`config.mk`:
```
export PLATFORM = sky130hd
export DESIGN_NAME = ln_lut_search_flat
export DESIGN_NICKNAME = d
export VERILOG_FILES = /design/src/rtl/ln_lut_search_if.sv /design/src/rtl/ln_lut_search.sv /design/src/flat_wrapper.sv
export SDC_FILE = /design/constraint.sdc
export NUM_CORES = 1
export LEC_CHECK = 0
export BUFFER_PORTS_ARGS = -buffer_cell sky130_fd_sc_hd__buf_4
export CELL_PAD_IN_SITES_DETAIL_PLACEMENT = 0
export CELL_PAD_IN_SITES_GLOBAL_PLACEMENT = 1
export CORE_MARGIN = 2
export CORE_UTILIZATION = 35
export DETAILED_ROUTE_END_ITERATION = 6
export PLACE_DENSITY_LB_ADDON = 0.1
export RECOVER_POWER = 50
export SETUP_SLACK_MARGIN = 0.5
export SLEW_MARGIN = 20
export SYNTH_ARGS = -nofsm -noshare
export SYNTH_HDL_FRONTEND = slang
export SYNTH_SLANG_ARGS = --single-unit
export TNS_END_PERCENT = 20
```
`constraint.sdc`:
```
create_clock -name i_clk -period 11.2 [get_ports i_clk]
set_clock_uncertainty 0.15 [all_clocks]
set_input_delay 0 -clock i_clk [delete_from_list [all_inputs] [get_ports i_clk]]
set_output_delay 0 -clock i_clk [all_outputs]
set_load 0.01 [all_outputs]
```
`src/rtl/ln_lut_search_if.sv`:
```
// ln_lut_search_if -- request/result handshake plus external table-read port
// for ln_lut_search.
//
// Parameter: IDX_W  table address width.
//
// Signals (names are from the block's point of view):
//   i_valid / o_ready / i_value     request handshake, y in unsigned q32.32
//   o_valid / i_ready               result handshake
//   o_ln_value / o_index            ln(y) in signed q32.32 and the table index
//   o_lut_rd / o_lut_addr           table read strobe and address
//   i_lut_data                      table entry, valid one cycle after o_lut_rd
//   o_status                        {overflow, underflow}; present only when
//                                   LN_LUT_SEARCH_STATUS_EN is defined
//
// Modports: slave = the search block, master = requester/consumer/table.
interface ln_lut_search_if #(
  parameter int unsigned IDX_W = 20
);
  logic             i_valid;
  logic             o_ready;
  logic [63:0]      i_value;
  logic             o_valid;
  logic             i_ready;
  logic [63:0]      o_ln_value;
  logic [IDX_W-1:0] o_index;
  logic             o_lut_rd;
  logic [IDX_W-1:0] o_lut_addr;
  logic [63:0]      i_lut_data;
`ifdef LN_LUT_SEARCH_STATUS_EN
  logic [1:0]       o_status;
`endif

  modport slave (
    input  i_valid, i_value, i_ready, i_lut_data,
    output o_ready, o_valid, o_ln_value, o_index, o_lut_rd, o_lut_addr
`ifdef LN_LUT_SEARCH_STATUS_EN
    , output o_status
`endif
  );

  modport master (
    output i_valid, i_value, i_ready, i_lut_data,
    input  o_ready, o_valid, o_ln_value, o_index, o_lut_rd, o_lut_addr
`ifdef LN_LUT_SEARCH_STATUS_EN
    , input o_status
`endif
  );
endinterface

```
`src/rtl/ln_lut_search.sv`:
```
// ln_lut_search -- natural log of an unsigned q32.32 value by binary search
// over an external, monotonically increasing exp() table with one-cycle read
// latency. The result index k satisfies lut[k] <= y < lut[k+1]; values below
// lut[0] clamp to index 0 (underflow), values at or above the last entry clamp
// to ARRAY_SIZE-1 (overflow). ln is reconstructed as k*STEP - 1.0.
//
// Parameters: ARRAY_SIZE  number of table entries (>= 2)
//             IDX_W       table address width, ARRAY_SIZE <= 2**IDX_W
// Ports:      i_clk       clock, rising edge
//             i_reset     asynchronous active-high reset
//             bus         ln_lut_search_if.slave (handshakes + table port)
// Option:     define LN_LUT_SEARCH_STATUS_EN to add bus.o_status
//             ({overflow, underflow}, valid with o_valid, 0 otherwise).
module ln_lut_search #(
  parameter int unsigned ARRAY_SIZE = 1_000_000,
  parameter int unsigned IDX_W      = 20
) (
  input  logic           i_clk,
  input  logic           i_reset,
  ln_lut_search_if.slave bus
);

  localparam logic [IDX_W-1:0] LAST = IDX_W'(ARRAY_SIZE - 1);
  localparam logic [63:0]      DIV  = 64'(ARRAY_SIZE - 1);
  // round(2^33 / (ARRAY_SIZE-1)): one index step expressed in q32.32
  localparam logic [63:0]      STEP = ((64'd1 << 33) + (DIV >> 1)) / DIV;
  localparam logic [63:0]      ONE  = 64'd1 << 32;

  typedef enum logic [2:0] {
    IDLE,
    RD_LO,
    RD_HI,
    SRCH_ADDR,
    SRCH_WAIT,
    DONE
  } state_t;

  state_t           state, state_n;
  logic [63:0]      y, y_n;
  logic [IDX_W-1:0] lo, lo_n;
  logic [IDX_W-1:0] hi, hi_n;
  logic [IDX_W-1:0] idx, idx_n;
  logic [63:0]      ln, ln_n;
  logic             pend, pend_n;
`ifdef LN_LUT_SEARCH_STATUS_EN
  logic             flag_uf, flag_uf_n;
  logic             flag_of, flag_of_n;
`endif

  logic [IDX_W:0]   sum;
  logic [IDX_W-1:0] mid;
  logic [IDX_W-1:0] span;

  function automatic logic [63:0] ln_of(input logic [IDX_W-1:0] k);
    return (64'(k) * STEP) - ONE;
  endfunction

  always_comb begin
    sum  = {1'b0, lo} + {1'b0, hi};
    mid  = IDX_W'(sum >> 1);
    span = hi - lo;
  end

  always_ff @(posedge i_clk or posedge i_reset) begin
    if (i_reset) state <= IDLE;
    else         state <= state_n;
  end

  // RD_LO and RD_HI each take two cycles: the first issues the read (pend=0),
  // the second consumes i_lut_data (pend=1). The search loop needs no such
  // flag because SRCH_ADDR issues and SRCH_WAIT consumes.
  always_comb begin
    state_n = state;
    y_n     = y;
    lo_n    = lo;
    hi_n    = hi;
    idx_n   = idx;
    ln_n    = ln;
    pend_n  = 1'b0;
`ifdef LN_LUT_SEARCH_STATUS_EN
    flag_uf_n = flag_uf;
    flag_of_n = flag_of;
`endif
    bus.o_ready    = (state == IDLE);
    bus.o_valid    = (state == DONE);
    bus.o_lut_rd   = 1'b0;
    bus.o_lut_addr = '0;

    unique case (state)
      IDLE: begin
        if (bus.i_valid) begin
          y_n     = bus.i_value;
          state_n = RD_LO;
`ifdef LN_LUT_SEARCH_STATUS_EN
          flag_uf_n = 1'b0;
          flag_of_n = 1'b0;
`endif
        end
      end

      RD_LO: begin
        if (!pend) begin
          bus.o_lut_rd   = 1'b1;
          bus.o_lut_addr = '0;
          pend_n         = 1'b1;
        end else if (y < bus.i_lut_data) begin
          // also covers y == 0, since every table entry is positive
          idx_n   = '0;
          ln_n    = ln_of('0);
          state_n = DONE;
`ifdef LN_LUT_SEARCH_STATUS_EN
          flag_uf_n = 1'b1;
`endif
        end else begin
          state_n = RD_HI;
        end
      end

      RD_HI: begin
        if (!pend) begin
          bus.o_lut_rd   = 1'b1;
          bus.o_lut_addr = LAST;
          pend_n         = 1'b1;
        end else if (y >= bus.i_lut_data) begin
          idx_n   = LAST;
          ln_n    = ln_of(LAST);
          state_n = DONE;
`ifdef LN_LUT_SEARCH_STATUS_EN
          flag_of_n = 1'b1;
`endif
        end else begin
          lo_n    = '0;
          hi_n    = LAST;
          state_n = SRCH_ADDR;
        end
      end

      SRCH_ADDR: begin
        if (span == IDX_W'(1)) begin
          idx_n   = lo;
          ln_n    = ln_of(lo);
          state_n = DONE;
        end else begin
          bus.o_lut_rd   = 1'b1;
          bus.o_lut_addr = mid;
          state_n        = SRCH_WAIT;
        end
      end

      SRCH_WAIT: begin
        // equality moves lo up, keeping lut[lo] <= y < lut[hi]
        if (bus.i_lut_data <= y) lo_n = mid;
        else                     hi_n = mid;
        state_n = SRCH_ADDR;
      end

      DONE: begin
        if (bus.i_ready) state_n = IDLE;
      end

      default: state_n = IDLE;
    endcase
  end

  always_ff @(posedge i_clk or posedge i_reset) begin
    if (i_reset) begin
      y    <= '0;
      lo   <= '0;
      hi   <= '0;
      idx  <= '0;
      ln   <= '0;
      pend <= 1'b0;
`ifdef LN_LUT_SEARCH_STATUS_EN
      flag_uf <= 1'b0;
      flag_of <= 1'b0;
`endif
    end else begin
      y    <= y_n;
      lo   <= lo_n;
      hi   <= hi_n;
      idx  <= idx_n;
      ln   <= ln_n;
      pend <= pend_n;
`ifdef LN_LUT_SEARCH_STATUS_EN
      flag_uf <= flag_uf_n;
      flag_of <= flag_of_n;
`endif
    end
  end

  always_comb begin
    bus.o_index    = idx;
    bus.o_ln_value = ln;
`ifdef LN_LUT_SEARCH_STATUS_EN
    bus.o_status   = (state == DONE) ? {flag_of, flag_uf} : 2'b00;
`endif
  end

endmodule
```
`src/flat_wrapper.sv`:
```
// flat-port wrapper written by rule: the top's interface ports become plain ports
module ln_lut_search_flat 
#(
  parameter int unsigned ARRAY_SIZE = 1_000_000,
  parameter int unsigned IDX_W      = 20
)
  (i_clk, i_reset, bus_i_valid, bus_i_value, bus_i_ready, bus_i_lut_data, bus_o_ready, bus_o_valid, bus_o_ln_value, bus_o_index, bus_o_lut_rd, bus_o_lut_addr);
  ln_lut_search_if #(.IDX_W(IDX_W)) bus_i ();
  input  logic i_clk;
  input  logic i_reset;
  input wire logic [$bits(bus_i.i_valid)-1:0] bus_i_valid;
  input wire logic [$bits(bus_i.i_value)-1:0] bus_i_value;
  input wire logic [$bits(bus_i.i_ready)-1:0] bus_i_ready;
  input wire logic [$bits(bus_i.i_lut_data)-1:0] bus_i_lut_data;
  output wire logic [$bits(bus_i.o_ready)-1:0] bus_o_ready;
  output wire logic [$bits(bus_i.o_valid)-1:0] bus_o_valid;
  output wire logic [$bits(bus_i.o_ln_value)-1:0] bus_o_ln_value;
  output wire logic [$bits(bus_i.o_index)-1:0] bus_o_index;
  output wire logic [$bits(bus_i.o_lut_rd)-1:0] bus_o_lut_rd;
  output wire logic [$bits(bus_i.o_lut_addr)-1:0] bus_o_lut_addr;
  assign bus_i.i_valid = bus_i_valid;
  assign bus_i.i_value = bus_i_value;
  assign bus_i.i_ready = bus_i_ready;
  assign bus_i.i_lut_data = bus_i_lut_data;
  assign bus_o_ready = bus_i.o_ready;
  assign bus_o_valid = bus_i.o_valid;
  assign bus_o_ln_value = bus_i.o_ln_value;
  assign bus_o_index = bus_i.o_index;
  assign bus_o_lut_rd = bus_i.o_lut_rd;
  assign bus_o_lut_addr = bus_i.o_lut_addr;
  ln_lut_search #(.ARRAY_SIZE(ARRAY_SIZE), .IDX_W(IDX_W)) u_core (.i_clk(i_clk), .i_reset(i_reset), .bus(bus_i));
endmodule
```
# [Word-level counts from Yosys, hierarchy flattened]
# Index checks and enable logic that the tools add are counted.
[word_totals] register_bits=192 output_inout_bits=107
[op_classes] addsub=3 n_mul=1 n_lt_le_gt_ge=3 eq_ne=16 n_mux=35 n_reduce_logical=9
[ops] op="2-to-1 mux 64 bit" count=5
[ops] op="2-to-1 mux 20 bit" count=13
[ops] op="case mux 64 bit (3 select lines)" count=1
[ops] op="case mux 20 bit (2 select lines)" count=3
[ops] op="greater-or-equal comparator 64 bit" count=1
[ops] op="less-or-equal comparator 64 bit" count=1
[ops] op="< comparator 64 bit" count=1
[ops] op="case mux 20 bit (3 select lines)" count=1
[ops] op="subtractor 34 x 33 -> 35 bit (second input constant)" count=1
[ops] op="multiplier 20 x 13 -> 33 bit (second input constant)" count=1
[ops] op="adder 20 x 20 -> 21 bit" count=1
[ops] op="equality test 20 x 1 -> 1 bit (second input constant)" count=1
[ops] op="subtractor 20 bit" count=1
[ops] op="2-to-1 mux 3 bit" count=6
[ops] op="case mux 3 bit (6 select lines)" count=1
[ops] op="inequality test 2 x 1 -> 1 bit (second input constant)" count=6
[ops] op="AND reduction 4 bit" count=3
[ops] op="inequality test 2 bit (second input constant)" count=4
[ops] op="equality test 3 x 2 -> 1 bit (second input constant)" count=2
[ops] op="equality test 3 bit (second input constant)" count=2
[ops] op="AND reduction 6 bit" count=1
[ops] op="2-to-1 mux 1 bit" count=4
[ops] op="equality test 3 x 1 -> 1 bit (second input constant)" count=1
[ops] op="zero test 3 bit" count=1
[ops] op="other kinds (5)" count=5

# [Depth between registers and ports, before layout]
[logic_depth] word_depth=4 depth_mapped=23 ltp_nobuf=23

# [Least setup slack after synthesis]
# Ideal clock, no wire load.
[synth_timing] kind="reg-to-reg" start="register u_core.lo[11]" end="register u_core.ln[33] (netlist: u_core.bus.o_ln_value[33])" arrival_time_ns=5.172 slack_ns=5.812 stages_incl_launch_ff=24 path_buffers=0 period_less_slack_ns=5.388 cell_sequence="dfrtp_1 > ha_1 > inv_1 > fa_1 > inv_1 > ha_1 > fa_1 > inv_1 > fa_1 > inv_1 > ha_1 > a21o_1 > a21o_1 > a21o_1 > a211oi_1 > a21oi_1 > o31ai_1 > a21oi_1 > nand2_1 > a21oi_1 > o21ai_0 > ha_1 > o21ai_0 > a22o_1"
[synth_via] elab_chain_cells=4
[synth_rtl] item="start: declaration" line="ln_lut_search.sv:40" text="logic [IDX_W-1:0] lo, lo_n;"
[synth_rtl] item="start signal: assignment" line="ln_lut_search.sv:179" text="lo <= lo_n;"
[synth_rtl] item="multiplier 20 x 13 -> 33 bit or subtractor 20 bit (tied branches)" line="ln_lut_search.sv:55, ln_lut_search.sv:61"
[synth_rtl] item="subtractor 34 x 33 -> 35 bit or equality test 20 x 1 -> 1 bit (tied branches)" line="ln_lut_search.sv:55, ln_lut_search.sv:139"
[synth_rtl] item="2-to-1 mux 64 bit or inequality test 2 x 1 -> 1 bit (tied branches)"
[synth_rtl] item="case mux 64 bit (3 select lines) or AND reduction 6 bit (tied branches)"
[synth_rtl] item="end signal: assignment" line="ln_lut_search.sv:182" text="ln <= ln_n;"
[synth_rtl] item="end: declaration" line="ln_lut_search.sv:43" text="logic [63:0] ln, ln_n;"
# Several ways; a longest one is shown, not always the timed one. The select of a mux whose other input is x is not followed.
# A chain may end at the register's enable or synchronous reset.

# [Final worst setup path]
[layout_timing] start="register u_core.lo[8]" end="register u_core.ln[33] (netlist: u_core.bus.o_ln_value[33])"
# Same word-level chain as after synthesis.

==> impl_metrics.ini <==
[yosys]
postSynthCellCount = 1530
yosysTopAreaCellShare_pct = 28.11
async_flop_share_pct = 100.0
synth.avg_cell_area_um2 = 9.368
ys_types = 76
netlist_area_mm2 = 0.01433
yosysSeqAreaShare_pct = 28.11
syn_nets = 1936
synth_edf_count = 0
netlist_top_cells_area = dfrtp_1 (28%), ha_1 (18%), fa_1 (8.9%), inv_1 (7.4%), mux2_2 (5.4%)
synth-warning-count = 0
ys_ff_latch = 161
yosysTopAreaCell = dfrtp_1
synthFlopType = dfrtp_1

[placement]
dpl.hpwl_um = 33890
io_buffer_count = 237
routabilityCongestion = 0.8485

[floorplan]
initial_core_util_pct = 35.26
die_area_mm2 = 0.04258
die_h_um = 206.4
io_pins = 239
core_area_mm2 = 0.04065
die_w_um = 206.4
rows = 74

[sta]
rsz0062_at_grt = false
relSlewSlack_pct = -134.2
setup_tns_ns = 0
worst_pin_slew_ns = 3.513
hold_violations = 0
setup_violations = 0
layout_worst_path_cycle_share_pct = 59.04
fin_crit_ns = 6.612
slew_viol_final = 140
fmax_mhz = 151.2

[clock_network]
ctsResizeCount = 0
cts_made_buffers = 17
cts_tree = done
cts_root_buffer = clkbuf_16
postCtsSetupBuffers = 0
clock_latency_ns = 0.46
cts_buffer_depth = 2
clock_sinks = 161
htreeDepth = 4
clk_pin_slew_ns = 0.08

[critical_path]
crit_fanout = 9
r2r-start = u_core.lo[8]
crit_arrival_ns = 6.86
cp-start-kind = flip-flop
worstSetupEndpointType = flip-flop
criticalPathCategory = flip-flop to flip-flop
setup.worst_path.start = u_core.lo[8]
cp.required_ns = 11.45

[route]
finalWirelength_um = 43020
ant_nets = 0
drc = 0
wl_per_cell_um = 18.49
drtIter0Drc = 581
num_vias = 11702
post_drt_via_cell_ratio = 5.029
dr.pass1.iters = 5

[power_and_ir_drop]
p_int_uw = 1764
p_switching_uw = 1350
switching_share_pct = 43.36
powerDensity_mw_per_mm2 = 179.8
sequentialPowerShare_pct = 29.2
p_leak_uw = 0.009041
power_frac_comb_pct = 51.7
max-vdd-ir-drop_mv = 0.09814
finalPower_uw = 3114
clkPwrFrac_pct = 19.1

[status]
status = finished, violations left
violations = capacitance limit, slew limit

[finish]
multi_input_area_mm2 = 0.008807
mostFrequentLayoutCell = inv_1
final_layout_size_suffix_gt1_share_pct = 15.99
num_antenna_cells = 0
area_growth_pct = 20.85
nets = 2188
n_fill_cell = 4136
final_cell_mix = inv_1 (280), ha_1 (210), dfrtp_1 (161)
seq_area_mm2 = 0.004029

[flow_run]
maxCapViolations = 3

[global_route]
gr-total-overflow = 0
antenna_found_initial = 0
grt_max_degree = 62
grt_pass1_wl_um = 67870
grt_usage_pct = 20.79
grt_pass1_vias = 12206

[hold_path]
min_path_type = input pin to flip-flop
hp-start = bus_i_value[0]
## through the flow
step	hold slack, ns	setup slack (ns)	util (%)	instances	area (um2)
final	0.1636	4.588	42.61	2327	17320
after global routing	0.1620	4.216	42.61	2327	17320
after global placement	-0.06324	4.691	40.37	2228	16410
after CTS	0.01754	4.623	43.42	2327	17650
after detailed placement	-0.06654	4.692	40.37	2228	16410
after floorplan	-0.03316	5.812	-	1530	14330
## registers in the layout (all words and copies together), names as in the netlist
name,count
u_core.hi,20
u_core.bus.o_ln_value,33
u_core.y,64
u_core.lo,20
u_core.pend,1
u_core.state,3
u_core.bus.o_index,20
## power by group through the flow
stage / logic (uW) / clock network (uW) / registers (uW)
CTS: 1690 / 612 / 914
floorplan: 1200 / 0 / 878
global placement: 1650 / 0 / 923
global route: 1820 / 635 / 936
finish: 1610 / 596 / 910
detailed placement: 1650 / 0 / 925
## path summary, 6_finish.rpt
kind | end | slack (ns) | cells past startpoint
min in group asynchronous | u_core.bus.o_ln_value[10] | 0.65 | 3
min | u_core.y[0] | 0.16 | 4
min reg2reg | u_core.bus.o_ln_value[19] | 0.36 | 1
max in group asynchronous | u_core.y[55] | 5.90 | 5
max reg2reg | u_core.bus.o_ln_value[33] | 4.59 | 23
max | u_core.bus.o_ln_value[33] | 4.59 | 23
## synthesized netlist by cell type (all sizes together), types with 3 or more instances
| cell type | number |
|---|---|
| inv | 281 |
| ha | 210 |
| dfrtp | 161 |
| a21oi | 93 |
| nor2 | 91 |
| mux2 | 69 |
| fa | 64 |
| o21ai | 60 |
| nand2 | 55 |
| buf | 49 |
| a21o | 33 |
| a22o | 33 |
| clkbuf | 31 |
| a211oi | 24 |
| xnor2 | 24 |
| nand4 | 20 |
| nand3 | 19 |
| xor2 | 18 |
| o2bb2ai | 16 |
| nor2b | 15 |
| nand2b | 14 |
| or2 | 14 |
| nor3 | 11 |
| o211ai | 11 |
| a31oi | 9 |
| nor4 | 9 |
| o31ai | 9 |
| o21a | 8 |
| o21bai | 8 |
| a221oi | 6 |
| or3 | 6 |
| a2111oi | 4 |
| a2bb2oi | 4 |
| a31o | 4 |
| and2 | 4 |
| a22oi | 3 |
| a311oi | 3 |
| nor3b | 3 |
| o211a | 3 |
| o31a | 3 |
## cell type report
class,count,share of cell area (%)
clock inverter,13,0.7224
tap,532,3.843
sequential,161,23.26
inverter,281,6.097
timing repair buffer,313,12.67
multi-input combinational,1008,50.85
clock buffer,19,2.557
## logic make-up (layout without fill, tap and decap cells)
| family | after synthesis | after routing | synth area share, % |
|---|---|---|---|
| adders and majority gates | 274 | 274 | 27.27 |
| AOI/OAI and AO/OA | 353 | 353 | 16.94 |
| buffers and inverters | 361 | 626 | 10.48 |
| DFF | 161 | 161 | 28.11 |
| other | 1 | 1 | 0.02616 |
| xor gates and xnor gates | 42 | 42 | 2.567 |
| muxes | 69 | 69 | 5.421 |
| and+or+nand+nor | 269 | 269 | 9.193 |
## layer usage
metal | GRT usage [%] | up-vias | share of wire (%)
met4 | 4.796 | 0 | 1.4
met3 | 2.744 | 31 | 4.3
met5 | 0 | - | 0
li1 | - | 5703 | -
met1 | 28.29 | 5708 | 48
met2 | 35.03 | 260 | 47
## critical path, cell delays in order, from the launching register on
cell and delay, ns:
dfrtp_1 0.52, ha_1 0.35, inv_1 0.05, fa_1 0.49
inv_1 0.04, ha_1 0.30, fa_1 0.48, inv_1 0.06
fa_1 0.53, inv_1 0.04, ha_1 0.34, a21oi_1 0.20
nor3b_1 0.29, a211oi_1 0.16, a211oi_1 0.45, a21oi_1 0.19
o31ai_1 0.33, a21oi_1 0.22, nand2_1 0.11, a21oi_1 0.06
o21ai_0 0.54, ha_1 0.34, o21ai_0 0.16, a22o_1 0.14
## what timing repair did
item,4_1_cts,5_1_grt
setup endpoints to repair,0,0
hold endpoints to repair,117,0
hold buffers,67,0
Note: power is estimated with default switching activity, not from simulation.
